File: config.mk
export PLATFORM = sky130hd
export DESIGN_NAME = serializador
export DESIGN_NICKNAME = d
export VERILOG_FILES = /design/src/rtl/serializador_pkg.sv /design/src/rtl/serializador_fifo.sv /design/src/rtl/serializador.sv
export SDC_FILE = /design/constraint.sdc
export NUM_CORES = 1
export LEC_CHECK = 0
export CORE_MARGIN = 1.5
export CORE_UTILIZATION = 35
export CTS_CLUSTER_DIAMETER = 60
export DETAILED_ROUTE_END_ITERATION = 7
export HOLD_SLACK_MARGIN = 0.12
export PLACE_DENSITY = 0.6
export SYNTH_ARGS = -nofsm -noshare
export SYNTH_HDL_FRONTEND = slang
export SYNTH_SLANG_ARGS = --single-unit
File: constraint.sdc
create_clock -name clk -period 1.9 [get_ports clk]
set_input_delay 0.38 -clock clk [delete_from_list [all_inputs] [get_ports clk]]
set_output_delay 0.38 -clock clk [all_outputs]
set_load 0.005 [all_outputs]
File: src/rtl/serializador_pkg.sv
// Shared types and sizing helpers for the serializador block.
package serializador_pkg;

  // Default word width in bits.
  localparam int N_DEFAULT = 4;

  // Frame kind currently on the serial line.
  typedef enum logic {
    IDLE_FRAME = 1'b0,
    DATA_FRAME = 1'b1
  } state_t;

  // Bit-counter width for a frame of n bits (at least one bit).
  function automatic int cnt_width(input int n);
    return (n <= 2) ? 1 : $clog2(n);
  endfunction

endpackage

File: src/rtl/serializador_fifo.sv
// Two-entry input FIFO for the serializador (built only with SERIALIZADOR_FIFO_EN).
// Push and pop may occur in the same cycle; push when full and pop when empty are ignored.
module serializador_fifo #(
  parameter int W = 4
) (
  input  logic         clk,
  input  logic         rst_n,
  input  logic         push,
  input  logic [W-1:0] dato,
  input  logic         pop,
  output logic [W-1:0] cabeza,
  output logic         llena,
  output logic         vacia
);

  logic [W-1:0] mem [2];
  logic         wr_ptr;
  logic         rd_ptr;
  logic [1:0]   cuenta;
  logic         do_push;
  logic         do_pop;

  assign llena   = (cuenta == 2'd2);
  assign vacia   = (cuenta == 2'd0);
  assign cabeza  = mem[rd_ptr];
  assign do_push = push && !llena;
  assign do_pop  = pop && !vacia;

  // Storage, pointers and occupancy.
  always_ff @(posedge clk or negedge rst_n) begin
    if (!rst_n) begin
      mem[0] <= '0;
      mem[1] <= '0;
      wr_ptr <= 1'b0;
      rd_ptr <= 1'b0;
      cuenta <= 2'd0;
    end else begin
      if (do_push) begin
        mem[wr_ptr] <= dato;
        wr_ptr      <= ~wr_ptr;
      end
      if (do_pop) begin
        rd_ptr <= ~rd_ptr;
      end
      case ({do_push, do_pop})
        2'b10:   cuenta <= cuenta + 2'd1;
        2'b01:   cuenta <= cuenta - 2'd1;
        default: cuenta <= cuenta;
      endcase
    end
  end

endmodule

File: src/rtl/serializador.sv
// Parallel-to-serial converter emitting a gapless stream of N-bit frames, LSB first.
// Optional 2-entry input FIFO enabled by defining SERIALIZADOR_FIFO_EN.
//
// state      | meaning
// IDLE_FRAME | current frame carries all zeros
// DATA_FRAME | current frame carries an accepted word
module serializador
  import serializador_pkg::*;
#(
  parameter int N = N_DEFAULT
) (
  input  logic         clk,
  input  logic         rst_n,
  input  logic [N-1:0] dato_in,
  input  logic         valido_in,
  output logic         listo_out,
  output logic         salida_serie,
  output logic         inicio_palabra,
  output logic         ocupado,
  output logic [15:0]  palabras_tx
);

  localparam int            CW       = cnt_width(N);
  localparam logic [CW-1:0] CNT_LAST = CW'(N - 1);

  logic [CW-1:0] cnt;
  state_t        state;
  state_t        state_nxt;
  logic [N-1:0]  sreg;
  logic [N-1:0]  sreg_nxt;
  logic          frontera;
  logic          cargar;
  logic [N-1:0]  palabra_sig;

  assign frontera = (cnt == CNT_LAST);

`ifdef SERIALIZADOR_FIFO_EN
  logic         fifo_llena;
  logic         fifo_vacia;
  logic [N-1:0] fifo_cabeza;

  // No bypass: a word pushed at a boundary waits for the next one.
  assign listo_out   = !fifo_llena;
  assign cargar      = frontera && !fifo_vacia;
  assign palabra_sig = fifo_cabeza;

  serializador_fifo #(
    .W (N)
  ) u_fifo (
    .clk    (clk),
    .rst_n  (rst_n),
    .push   (valido_in && listo_out),
    .dato   (dato_in),
    .pop    (cargar),
    .cabeza (fifo_cabeza),
    .llena  (fifo_llena),
    .vacia  (fifo_vacia)
  );
`else
  // Words are only taken on the boundary cycle; anything else is dropped.
  assign listo_out   = frontera;
  assign cargar      = frontera && valido_in;
  assign palabra_sig = dato_in;
`endif

  assign salida_serie   = sreg[0];
  assign inicio_palabra = (cnt == '0);
  assign ocupado        = (state == DATA_FRAME);

  // Next frame selection at the boundary, shifting otherwise.
  always_comb begin
    state_nxt = state;
    sreg_nxt  = sreg >> 1;
    if (frontera) begin
      if (cargar) begin
        state_nxt = DATA_FRAME;
        sreg_nxt  = palabra_sig;
      end else begin
        state_nxt = IDLE_FRAME;
        sreg_nxt  = '0;
      end
    end
  end

  // State register.
  always_ff @(posedge clk or negedge rst_n) begin
    if (!rst_n) begin
      state <= IDLE_FRAME;
    end else begin
      state <= state_nxt;
    end
  end

  // Bit counter, shift register and completed-word counter.
  always_ff @(posedge clk or negedge rst_n) begin
    if (!rst_n) begin
      cnt         <= '0;
      sreg        <= '0;
      palabras_tx <= 16'd0;
    end else begin
      cnt  <= frontera ? '0 : cnt + CW'(1);
      sreg <= sreg_nxt;
      if (frontera && (state == DATA_FRAME)) begin
        palabras_tx <= palabras_tx + 16'd1;
      end
    end
  end

endmodule

* Word level (Yosys, flattened, before mapping)
Index checks and enable logic that the tools add are counted.
Word-level totals: register bits 23, input port bits 7, output and inout port bits 20, logic and storage cells 14
Operators by class: add/sub/neg operators 2, equal/unequal tests 1, mux-type cells 4, reduce and logical (&&, ||, !) cells 3
Operator list (count):
- $add 16x1->16 const B | 1
- $mux 4 | 2
- $add 2x1->2 const B | 1
- $eq 2x2->1 const B | 1
- $logic_and 1x1->1 | 2
- $logic_not 2->1 | 1
- $mux 2 | 1
- $mux 1 | 1

* Longest topological paths before layout
Gate-level depths: netlist of run 1.
depth after elaboration 4, depth in mapped cells 5, gate-level depth less buffers 5

* Worst setup path before layout of run 1
No wires, ideal clock.
path kind register -> register, from register palabras_tx[0], to register palabras_tx[10], library setup time 124 ps, arrival time 1269 ps, data required time 1776 ps, path slack 507 ps, stages on the path, launching flop included 6, buffers on the path 0, clock period less this slack 1393 ps, cell sequence dfrtp_1 ha_1 nand3_1 nor4_2 nand2_1 xnor2_1
Between the ends: word-level cells in the longest chain between the ends 1
RTL lines:
- from (decl) | RTL line serializador.sv:20 | output logic [15:0] palabras_tx
- from (signal assigned) | RTL line serializador.sv:104 | palabras_tx <= palabras_tx + 16'd1;
- $add 16x1->16 | RTL line serializador.sv:104
No other way between the ends. A chain may end at the register's enable or synchronous reset.

* Worst setup path in the final report of run 1
from register cnt[0], to output listo_out
Between the ends: word-level cells in the longest chain between the ends 1
RTL lines:
- from (decl) | RTL line serializador.sv:26 | logic [CW-1:0] cnt;
- from (signal assigned) | RTL line serializador.sv:101 | cnt <= frontera ? '0 : cnt + CW'(1);
- $eq 2x2->1 | RTL line serializador.sv:35 | assign frontera = (cnt == CNT_LAST);
- to (decl) | RTL line serializador.sv:16 | output logic listo_out,
No other way between the ends.

==> results.py, run 1 <==
metrics = {
    "route": {
        "initialDrtViolationCount": 7,
        "drt_wl_total_microns": 1743,
        "viasPerCell": 4.680,
        "drcViolationCount": 0,
        "dr.pass1.iters": 6,
        "wl_per_cell_microns": 11.86,
        "ant_nets": 0,
        "vias": 688,
    },
    "logic_synthesis": {
        "yosysTopAreaCell": "dfrtp_1",
        "synth_edf_count": 0,
        "synth_top_cell_area_share": 0.5750,
        "ys_seq_area_frac": 0.5750,
        "ys_seq_elements": 23,
        "synthCells": 84,
        "syn_area_sq_um": 1001,
        "syn_nets": 95,
        "yosysMostFrequentCell": "dfrtp_1",
        "synth_ff_type": "dfrtp_1",
        "synth_area_leaders": "dfrtp_1, xnor2_1, ha_1, xor2_1, nand2_1",
        "synthArstFlopShare": 1.000,
        "ys_types": 19,
        "synth.avg_cell_area_sq_um": 11.92,
        "ys_top_cells_by_count": "dfrtp_1, nand2_1, xnor2_1",
        "yosysWarnings": 0,
    },
    "critical_path": {
        "cp.arrival_ps": 1440,
        "r2r_setup_slack_ps": 340,
        "path_class": "reg -> out",
        "worstPathMaxFanout": 4,
        "path_cells": "ha_2 -> clkdlybuf4s50_1",
        "reg2regPathDepth": 5,
        "crit_path_start_kind": "flip-flop",
        "endpoint_kind": "output port",
        "crit_required_ps": 1520,
        "critPathMaxStageDelay_ps": 510,
        "r2r_end": "palabras_tx[15]$_DFFE_PN0P_",
        "rr_startpoint": "cnt[0]$_DFF_PN0_",
        "crit_slowest_cell": "clkdlybuf4s50_1",
    },
    "die": {
        "die_w_microns": 56.48,
        "ios": 27,
        "rows": 19,
        "die_area_sq_um": 3189,
        "coreArea_sq_um": 2734,
        "initial_core_util": 0.3661,
        "die_h_microns": 56.48,
    },
    "sta": {
        "finalCritPeriodShare": 0.9556,
        "setup_viol": 0,
        "finClkSkew_ps": 3.473,
        "rsz0062_at_grt": "false",
        "slew_violations": 0,
        "max_freq_ghz": 0.5508,
        "finalSetupTns_ps": 0,
        "slew_headroom": 0.7795,
        "worst_slew_pin_slew_ps": 327.7,
        "finalHoldViolCount": 0,
        "post-route-min-period_ps": 1816,
        "fin_ws_ps": 84.30,
    },
    "power_and_ir_drop": {
        "seqPwrFrac": 0.600,
        "p_sw_w": 0.0002722,
        "p_total_w": 0.001024,
        "leakage_nw": 0.6183,
        "p_comb_frac": 0.186,
        "p_clk_frac": 0.215,
        "internal-power_w": 0.0007516,
        "p_per_area_nw_per_um2": 759.1,
        "switching_share": 0.2659,
        "irDropWorstVdd_mv": 0.5484,
    },
    "clock_network": {
        "clock_sinks": 23,
        "clk_pin_slew_ps": 120,
        "cts_buffer_depth": 2,
        "cts_buffers": 3,
        "cts_root_buffer": "clkbuf_4",
        "cts_tree": "yes",
        "insertion_delay_ps": 300,
        "htreeDepth": 1,
        "ctsHoldBuffers": 0,
    },
    "placement": {
        "dp.cells": 142,
        "dpl_cell_area_sq_um": 1310,
        "hpwl_microns": 1312,
        "numPortBuffers": 26,
        "dp_slack_ps": 304.3,
        "gp_congestion": 0.6984,
    },
    "min_path": {
        "hp-class": "in -> async",
    },
    "grt": {
        "grt-ovfl-total": 0,
        "grtUsageTotal": 0.1275,
        "grt_max_degree": 24,
        "grt_pass1_wl_microns": 3160,
        "grt_pass1_vias": 711,
        "grt_antenna_before_repair": 0,
    },
    "final_layout": {
        "layout.nets": 128,
        "stdcell_count": 147,
        "design_area_sq_um": 1349,
        "syn_to_final_growth_pct": 34.75,
        "diodes": 0,
        "fill_cells": 256,
        "drive_above_1_share": 0.1034,
    },
    "status": {
        "status": "completed",
    },
    "job": {
        "cap_violations": 0,
    },
}
==> how the worst max path moves through the flow <==
stage / endpoint / slack, ps / start / cells after the start
4_1_cts: inicio_palabra / 30 / cnt[0]$_DFF_PN0_ / 3
2_1_floorplan: palabras_tx[10]$_DFFE_PN0P_ / 510 / palabras_tx[0]$_DFFE_PN0P_ / 5
5_1_grt: listo_out / 8 / cnt[0]$_DFF_PN0_ / 2
6_report: listo_out / 80 / cnt[0]$_DFF_PN0_ / 2
3_3_place_gp: palabras_tx[15]$_DFFE_PN0P_ / 350 / cnt[0]$_DFF_PN0_ / 5
3_5_place_dp: palabras_tx[15]$_DFFE_PN0P_ / 300 / cnt[0]$_DFF_PN0_ / 5
==> stage by stage <==
step                        util  hold slack, ps
final                     0.4934           407.4
after floorplan                -           84.41
after global routing      0.4934           420.5
after detailed placement  0.4792           470.8
after global placement    0.4792           463.4
after CTS                 0.4888           398.6
==> worst max-delay path: cells and delay by family, from the launching register on <==
kind / cells / cell delay, ps
buffers and inverters: 1 / 510
DFF: 1 / 410
adders and majority gates: 1 / 210
==> sequential cells by signal, summed over array words and instances (netlist names) <==
signal,cells
palabras_tx,16
sreg,4
cnt,2
ocupado,1
==> power by group through the flow <==
| stage | clock network, W | registers [W] | logic, W |
|---|---|---|---|
| final | 0.000220 | 0.000614 | 0.000190 |
| after global routing | 0.000256 | 0.000626 | 0.000212 |
| after CTS | 0.000241 | 0.000615 | 0.000194 |
| after detailed placement | 0 | 0.000623 | 0.000191 |
| after global placement | 0 | 0.000622 | 0.000191 |
| after floorplan | 0 | 0.000617 | 0.0000567 |
==> kinds of logic after synthesis <==
kind of cell             count (synthesis)  synth area share
buffers and inverters                    8           0.03125
AO/OA/AOI/OAI                            3           0.01875
AND/OR/NAND/NOR                         29            0.1712
multiplexers                             2           0.02250
XOR/XNOR                                15            0.1312
flip-flops                              23            0.5750
adder cells (fa/ha/maj)                  4           0.05000
==> layout by cell type, fill, tap and decap left out, drive strengths merged, types with 2 or more instances in the layout <==
master,netlist,final
and3,2,2
buf,1,3
clkbuf,0,4
clkdlybuf4s50,0,25
dfrtp,23,23
ha,4,4
inv,7,7
mux2,2,2
nand2,11,11
nand3,6,6
nor2,4,4
nor4,3,3
o22ai,3,3
xnor2,10,10
xor2,5,5
==> cell type report <==
| type | count | area (sq um) | area share |
|---|---|---|---|
| well taps | 31 | 38.79 | 0.02876 |
| inverters | 7 | 26.28 | 0.01948 |
| multi-input cells | 53 | 396.6 | 0.2941 |
| clock buffers | 4 | 26.28 | 0.01948 |
| repair buffers | 29 | 285.3 | 0.2115 |
| flip-flops and latches | 23 | 575.6 | 0.4267 |
==> routing by layer <==
metal	up-vias	wire length (microns)	track usage
met5	-	0	0
met1	322	826	0.1773
met3	4	84	0.02304
li1	338	-	-
met2	24	809	0.1910
met4	0	23	0.06122
==> timing repair <==
item,in CTS,in global routing
buffers inserted,0,1
setup endpoints to repair,0,2
resized for setup,0,2
Note: power is estimated with default switching activity, not from simulation.
==> inputs of run 2 (changes only) <==
--- a/config.mk
+++ b/config.mk
@@ -5,12 +5,13 @@
 export SDC_FILE = /design/constraint.sdc
 export NUM_CORES = 1
 export LEC_CHECK = 0
-export CORE_MARGIN = 1.5
 export CORE_UTILIZATION = 35
 export CTS_CLUSTER_DIAMETER = 60
 export DETAILED_ROUTE_END_ITERATION = 7
 export HOLD_SLACK_MARGIN = 0.12
 export PLACE_DENSITY = 0.6
+export RECOVER_POWER = 25
+export SETUP_SLACK_MARGIN = 0.15
 export SYNTH_ARGS = -nofsm -noshare
 export SYNTH_HDL_FRONTEND = slang
 export SYNTH_SLANG_ARGS = --single-unit
==> run 2 against run 1 <==
  * Combinational power barely moved
  * Critical path depth rose by 4
  * Final area increased by 6.5%
  * Largest power group unchanged
==> results.py, run 2 (synthesis results as in run 1) <==
metrics = {
    "grt": {
        "use_met1": 0.1631,
        "grt.busiest_layer": "met2",
        "grt_util_met3": 0.02342,
        "grt_use_met2": 0.2100,
        "grt_max_degree": 24,
        "grt_pass1_vias": 695,
        "grt-ovfl-total": 0,
        "grtUsageTotal": 0.1270,
        "grt_pass1_wl_microns": 3056,
        "grt_antenna_before_repair": 0,
    },
    "die": {
        "ios": 27,
        "die_area_sq_um": 3077,
        "die_h_microns": 55.48,
        "initial_core_util": 0.3661,
        "coreArea_sq_um": 2734,
        "rows": 19,
        "die_w_microns": 55.48,
    },
    "final_layout": {
        "largest_reg_flops": 16,
        "drive_above_1_share": 0.1855,
        "stdcell_count": 155,
        "top_register": "palabras_tx",
        "final_common_cell": "clkdlybuf4s50_1",
        "fill_cells": 247,
        "syn_to_final_growth_pct": 43.50,
        "layout.nets": 136,
        "final_util": 0.5254,
        "reg_top3": "palabras_tx x16, sreg x4, cnt x2",
        "diodes": 0,
        "final_cell_mix": "clkdlybuf4s50_1, dfrtp_1, nand2_1, xnor2_1, buf_4",
    },
    "sta": {
        "finalHoldViolCount": 0,
        "rsz0062_at_grt": "true",
        "slew_headroom": 0.7866,
        "worst_slew_pin_slew_ps": 317.8,
        "max_freq_ghz": 0.5822,
        "setup_viol": 0,
        "finClkSkew_ps": 10.59,
        "post-route-min-period_ps": 1718,
        "finalCritPeriodShare": 0.9041,
        "finalSetupTns_ps": 0,
        "slew_violations": 0,
    },
    "route": {
        "dr.pass1.iters": 4,
        "vias": 731,
        "drcViolationCount": 0,
        "initialDrtViolationCount": 24,
        "viasPerCell": 4.716,
        "ant_nets": 0,
        "wl_per_cell_microns": 11.90,
        "drt_wl_total_microns": 1845,
    },
    "clock_network": {
        "insertion_delay_ps": 310,
        "cts_buffers": 3,
        "htreeDepth": 1,
        "cts_root_buffer": "clkbuf_4",
        "clock_sinks": 23,
        "cts_tree": "yes",
        "cts_buffer_depth": 2,
        "ctsHoldBuffers": 0,
        "clk_pin_slew_ps": 130,
    },
    "critical_path": {
        "path_class": "reg -> reg",
        "critPathMaxStageDelay_ps": 440,
        "crit_slowest_cell": "nor4_4",
        "endpoint_kind": "flip-flop",
        "crit_required_ps": 2130,
        "cp.arrival_ps": 1950,
        "crit_path_start_kind": "flip-flop",
        "path_cells": "buf_6 -> ha_4 -> nand4_1 -> nor4_4 -> buf_4 -> xor2_1",
        "worstPathMaxFanout": 4,
    },
    "power_and_ir_drop": {
        "irDropWorstVdd_mv": 0.5845,
        "p_per_area_nw_per_um2": 710.8,
        "leakage_nw": 0.6665,
    },
    "status": {
        "status": "completed",
    },
    "job": {
        "cap_violations": 0,
    },
    "placement": {
        "dp.cells": 142,
        "gp_congestion": 0.7046,
        "hpwl_microns": 1258,
        "numPortBuffers": 26,
    },
    "min_path": {
        "hp-class": "in -> async",
    },
}
-- run 2: cell types whose count changed in the layout (fill, tap and decap cells not counted), sizes merged --
cell,change
dlygate4sd3,+1
clkinv,+1
buf,+8
clkdlybuf4s50,-2
dlygate4sd2,+1
clkbuf,-1
-- run 2: through the flow --
step	cell area [sq um]	power (W)	hold slack, ps	worst slack, ps
3_3_place_gp	1310	0.0008115	462.5	372.8
3_5_place_dp	1310	0.0008119	473.1	341.1
6_report	1436	0.001021	479.1	182.2
5_1_grt	1436	0.001088	498.9	82.76
4_1_cts	1351	0.001038	415.4	76.88
2_1_floorplan	1001	0.0006741	84.41	507.3
-- run 2: critical path, delay by kind of cell (launching register included) --
kind / cells / cell delay [ps]
simple gates: 2 / 660
flops: 1 / 410
buf+inv: 2 / 310
xor+xnor: 1 / 150
fa+ha+maj: 1 / 130
-- run 2: what timing repair did --
item	CTS	global route
setup buffers	2	7
resized for setup	1	7
endpoints found under the setup margin	2	7
pin swaps	0	2
-- run 2: final cells by class --
class                   instances  area, sq um  share of cell area
clock buffers                   3        22.52             0.01568
clock inverters                 1        5.005            0.003484
inverters                       7        26.28             0.01829
multi-input cells              53        419.2              0.2918
flip-flops and latches         23        576.8              0.4016
well taps                      31        38.79             0.02700
repair buffers                 37        347.8              0.2422
-- run 2: where the power goes --
group          switching, W  internal (W)  leakage (nW)
combinational     0.0000586      0.000130         0.346
clock              0.000143     0.0000786        0.0177
sequential        0.0000706      0.000540         0.302
-- run 2: path summary, 6_finish.rpt --
path / from / end / slack [ps] / depth (start not counted)
max in group asynchronous: rst_n / palabras_tx[4]$_DFFE_PN0P_ / 1180 / 2
hold / removal: rst_n / palabras_tx[10]$_DFFE_PN0P_ / 480 / 2
setup reg to reg: cnt[0]$_DFF_PN0_ / palabras_tx[9]$_DFFE_PN0P_ / 180 / 6
min in group clk: palabras_tx[15]$_DFFE_PN0P_ / palabras_tx[15]$_DFFE_PN0P_ / 480 / 1
hold reg to reg: palabras_tx[15]$_DFFE_PN0P_ / palabras_tx[15]$_DFFE_PN0P_ / 480 / 1
setup / recovery: cnt[0]$_DFF_PN0_ / palabras_tx[9]$_DFFE_PN0P_ / 180 / 6
-- run 2: layer usage --
metal,up-vias,routed length (microns)
met5,-,0
met4,0,12
met3,2,80
met2,18,908
met1,355,843
li1,356,-
==> inputs of run 3 (changes only) <==
--- a/config.mk
+++ b/config.mk
@@ -12,6 +12,8 @@
 export PLACE_DENSITY = 0.6
 export RECOVER_POWER = 25
 export SETUP_SLACK_MARGIN = 0.15
+export SKIP_LAST_GASP = 1
 export SYNTH_ARGS = -nofsm -noshare
 export SYNTH_HDL_FRONTEND = slang
+export SYNTH_HIERARCHICAL = 1
 export SYNTH_SLANG_ARGS = --single-unit
==> results of run 3 <==
Final layout, timing and power as in run 2 (identical DEF).
Among the figures that moved: Yosys warning count 0 -> 6
==> RTL change 1 (settings of run 2) <==
Set the package constant `N_DEFAULT` to 3 (it was 4).
--- a/src/rtl/serializador_pkg.sv
+++ b/src/rtl/serializador_pkg.sv
@@ -4,3 +4,3 @@
   // Default word width in bits.
-  localparam int N_DEFAULT = 4;
+  localparam int N_DEFAULT = 3;
 
Ports: changed (resized dato_in); port bits go from 27 to 26. No check against the original RTL was run, so the function may have changed too.
==> RTL change 1 against run 2 <==
Sequential cell count fell by 1. Area after synthesis is 2.0% lower. First-iteration DRC count fell by 75%. Global-route usage up 0.33 points. Total power increased by 5.6%. Core utilization down 0.74 points. Wire length fell by 12%. Hold slack lost 0.022 ns. Final area fell by 7.4%. Setup slack better by 0.049 ns. Via count fell by 7.4%. Synthesized cell count shrank 3.6%. Largest power group unchanged.
==> RTL change 1: results (changes against run 2) <==
non-clk buf share 20.6% (-3.6 points); Syn Area/Cell 12.1 um^2 (+1.6%); Worst Skew 0.0108 ns (+0.000234 ns); worst-path maximum fanout 5 (+1); initial DRC count 6 (-75%); pre-CTS WS 0.224 ns (-0.117 ns); IO Port Bufs 25 (-3.8%); crit path DAT 1.29 ns (-0.66 ns); total track usage 13.0% (+0.33 points); Nets 122 (-10%); Adder-Cell Fraction of Synth Area 1.28% (-3.7 points); Largest regs palabras_tx x16, sreg x3, cnt x2; global-route wire length before repair 2800 um (-8.3%); largest net degree at the start of global routing 23 (-4.2%); flops & latches, synth 22 (-4.3%); Clock Buffer Count 4 (+1); vias in the first global route 637 (-8.3%); P_leak 0.637 nW (-4.4%); Hold Crit Class reg2reg; CP startpoint palabras_tx[11]; number of vias per cell 4.70 (-0.31%); Max IR drop VDD 601 uV (+2.9%); post-synthesis mux area share 1.15% (-1.1 points); status finished clean; top cells by area, synth dfrtp_1 56%, xnor2_1 8.9%, nand2_1 5.4%
[RTL change 1: cell count changes after synthesis, moves of 2 or more]
cell / delta
o22ai_1: -3
nand4_1: +4
nand3_1: -2
ha_1: -3
nand2_1: +3
inv_1: -4
[RTL change 1: final timing paths]
path,to,slack (ns),cells past startpoint
hold reg to reg,sreg[1],0.46,2
setup reg to reg,palabras_tx[15],0.44,4
setup / recovery,palabras_tx[11],0.23,1
max in group asynchronous,palabras_tx[2],0.41,2
hold / removal,sreg[1],0.46,2
min in group asynchronous,palabras_tx[9],0.73,2
[RTL change 1: kinds of logic after synthesis]
logic type | after synthesis
AND/OR/NAND/NOR | 39
XOR/XNOR | 15
multiplexers | 1
flip-flops | 22
buffers and inverters | 3
adder cells (fa/ha/maj) | 1
[RTL change 1: per-layer routing]
layer	share of wire (%)	global-route usage, %	routed length (um)	vias up
li1	-	-	-	334
met5	0	0	0	-
met1	48	18.7	777	323
met3	5.1	2.46	83	0
met2	47	19.9	761	20
met4	0	3.75	0	0
[RTL change 1: what timing repair did]
| item | in CTS | in global routing |
|---|---|---|
| gates resized for setup | 3 | 1 |
| setup endpoints to repair | 2 | 1 |
| buffers inserted | 3 | 0 |
[RTL change 1: stage by stage]
stage / hold WS [ns] / cell area [um^2]
6_report: 0.457 / 1330
5_1_grt: 0.473 / 1330
4_1_cts: 0.419 / 1330
3_5_place_dp: 0.437 / 1280
3_3_place_gp: 0.436 / 1280
2_1_floorplan: 0.0844 / 981
[RTL change 1: power by group]
group          switching [mW]  leakage (nW)  internal (mW)
clock network           0.137        0.0210          0.117
registers              0.0824         0.289          0.523
logic                  0.0751         0.328          0.144
==> RTL change 2 (config.mk and constraints of run 2) <==
Without the edit above. Make the reset (`rst_n`) synchronous in 2 clocked blocks.
--- a/src/rtl/serializador.sv
+++ b/src/rtl/serializador.sv
@@ -85,3 +85,3 @@
   // State register.
-  always_ff @(posedge clk or negedge rst_n) begin
+  always_ff @(posedge clk) begin
     if (!rst_n) begin
@@ -94,3 +94,3 @@
   // Bit counter, shift register and completed-word counter.
-  always_ff @(posedge clk or negedge rst_n) begin
+  always_ff @(posedge clk) begin
     if (!rst_n) begin
Function: differs if rst_n is asserted again (counterexample within 4 cycles, from zero or initial values and one cycle with rst_n low); with rst_n held inactive, the same outputs for 10 cycles.
==> RTL change 2 against run 2 <==
Area after synthesis up 0.38%. Setup slack better by 0.049 ns. Sequential share of layout area down 5.6 points. Wire length up 16%. Core utilization down 2.6 points. Sequential cell count unchanged. Die area up 0.38%. Count of clock-buffer cells in the layout up 1. Fmax up 2.9%. Via count up 19%. Synthesized cell count up 36%. Final area down 4.9%. Largest cell class is now multi-input gates.
Power is not compared: it rests on default switching activity, and its combinational part moved more than twofold at a synthesized area within 25%.
==> RTL change 2: results (changes against run 2) <==
status finished clean; combinational share of power 7.7%; Worst Skew 0.00364 ns (-0.00694 ns); largest net degree at the start of global routing 21 (-13%); slowest CP cell clkdlybuf4s50_1; crit-path max cell delay 0.54 ns (+0.10 ns); count of cell types in the netlist 23 (+4); final hold slack 0.431 ns (-0.0485 ns); HP Start cnt[0]; share of layout cells above drive strength 1 13.1% (-5.4 points); sequential share of the synthesized area 45.8% (-12 points); worst-path maximum fanout 6 (+2); vias in the first global route 780 (+12%); Cells after DPL 172 (+21%); Post-Route WL 2140 um (+16%); initial DRC count 5 (-79%); number of fill cells 281 (+14%); worst reg2reg path endpoint palabras_tx[11]; Clk pin slew, worst setup/hold paths 0.12 ns; Clock Power 0.221 mW; crit path DAT 1.29 ns (-0.66 ns); Synth Flop Type dfxtp_1; Longest Clk Path Bufs 2 (unchanged); total track usage 14.9% (+2.2 points); Post-CTS Setup Bufs 0 (-2); Worst Setup EP ocupado; Nets 156 (+15%); Area after DPL 0.00132 mm^2 (+0.95%); Vias 871 (+19%); Mapped Nets 124 (+31%); Hold Crit Class reg2reg; global-route wire length before repair 3620 um (+18%); CP startpoint ocupado; Mapped Cells 114 (+36%); R2R Setup Slk 0.25 ns (+0.07 ns); period utilisation layout 87.8% (-2.6 points); GPL Wtd Cong 0.747 (+5.9%); fin cells 176 (+14%); Slew HR 72.2% (-6.5 points); Async S/R FF share, synth 0% (-100 points); Post-synth top cells 23 x dfxtp_1, 15 x nor2_1, 10 x nand2_1; CTS resizes 3 (+2); FF-to-FF path depth 4 (-2); HPWL after detailed placement 1560 um (+24%); reg2reg start palabras_tx[3]; top cells by area, synth dfxtp_1 46%, xnor2_1 7.8%, nor2_1 5.6%; pre-CTS WS 0.234 ns (-0.107 ns); cell family contributing the most delay on the critical path buffers and inverters
## RTL change 2: per-layer routing
layer / part of all wire, % / track usage [%] / vias up
met5: 0 / 0 / -
met4: 0.84 / 3.21 / 0
met3: 5.0 / 5.35 / 2
met2: 47 / 22.9 / 21
met1: 47 / 20.2 / 396
li1: - / - / 452
## RTL change 2: cell families (layout without fill, tap and decap cells)
family / after synthesis / in the layout / share of synthesized area, %
and+or+nand+nor: 59 / 59 / 31.3
DFF: 23 / 23 / 45.8
xor gates and xnor gates: 11 / 11 / 9.59
AOI/OAI and AO/OA: 8 / 8 / 3.99
buffers and inverters: 7 / 38 / 2.61
adders and majority gates: 3 / 3 / 3.74
muxes: 3 / 3 / 2.99
## RTL change 2: area by class of cell
type                       count  area [um^2]  area share [%]
tap                           31         38.8            2.84
inverter                       4         15.0            1.10
sequential                    23          472            34.5
clock buffer                   4         26.3            1.92
timing repair buffer          30          288            21.1
multi-input combinational     84          527            38.6
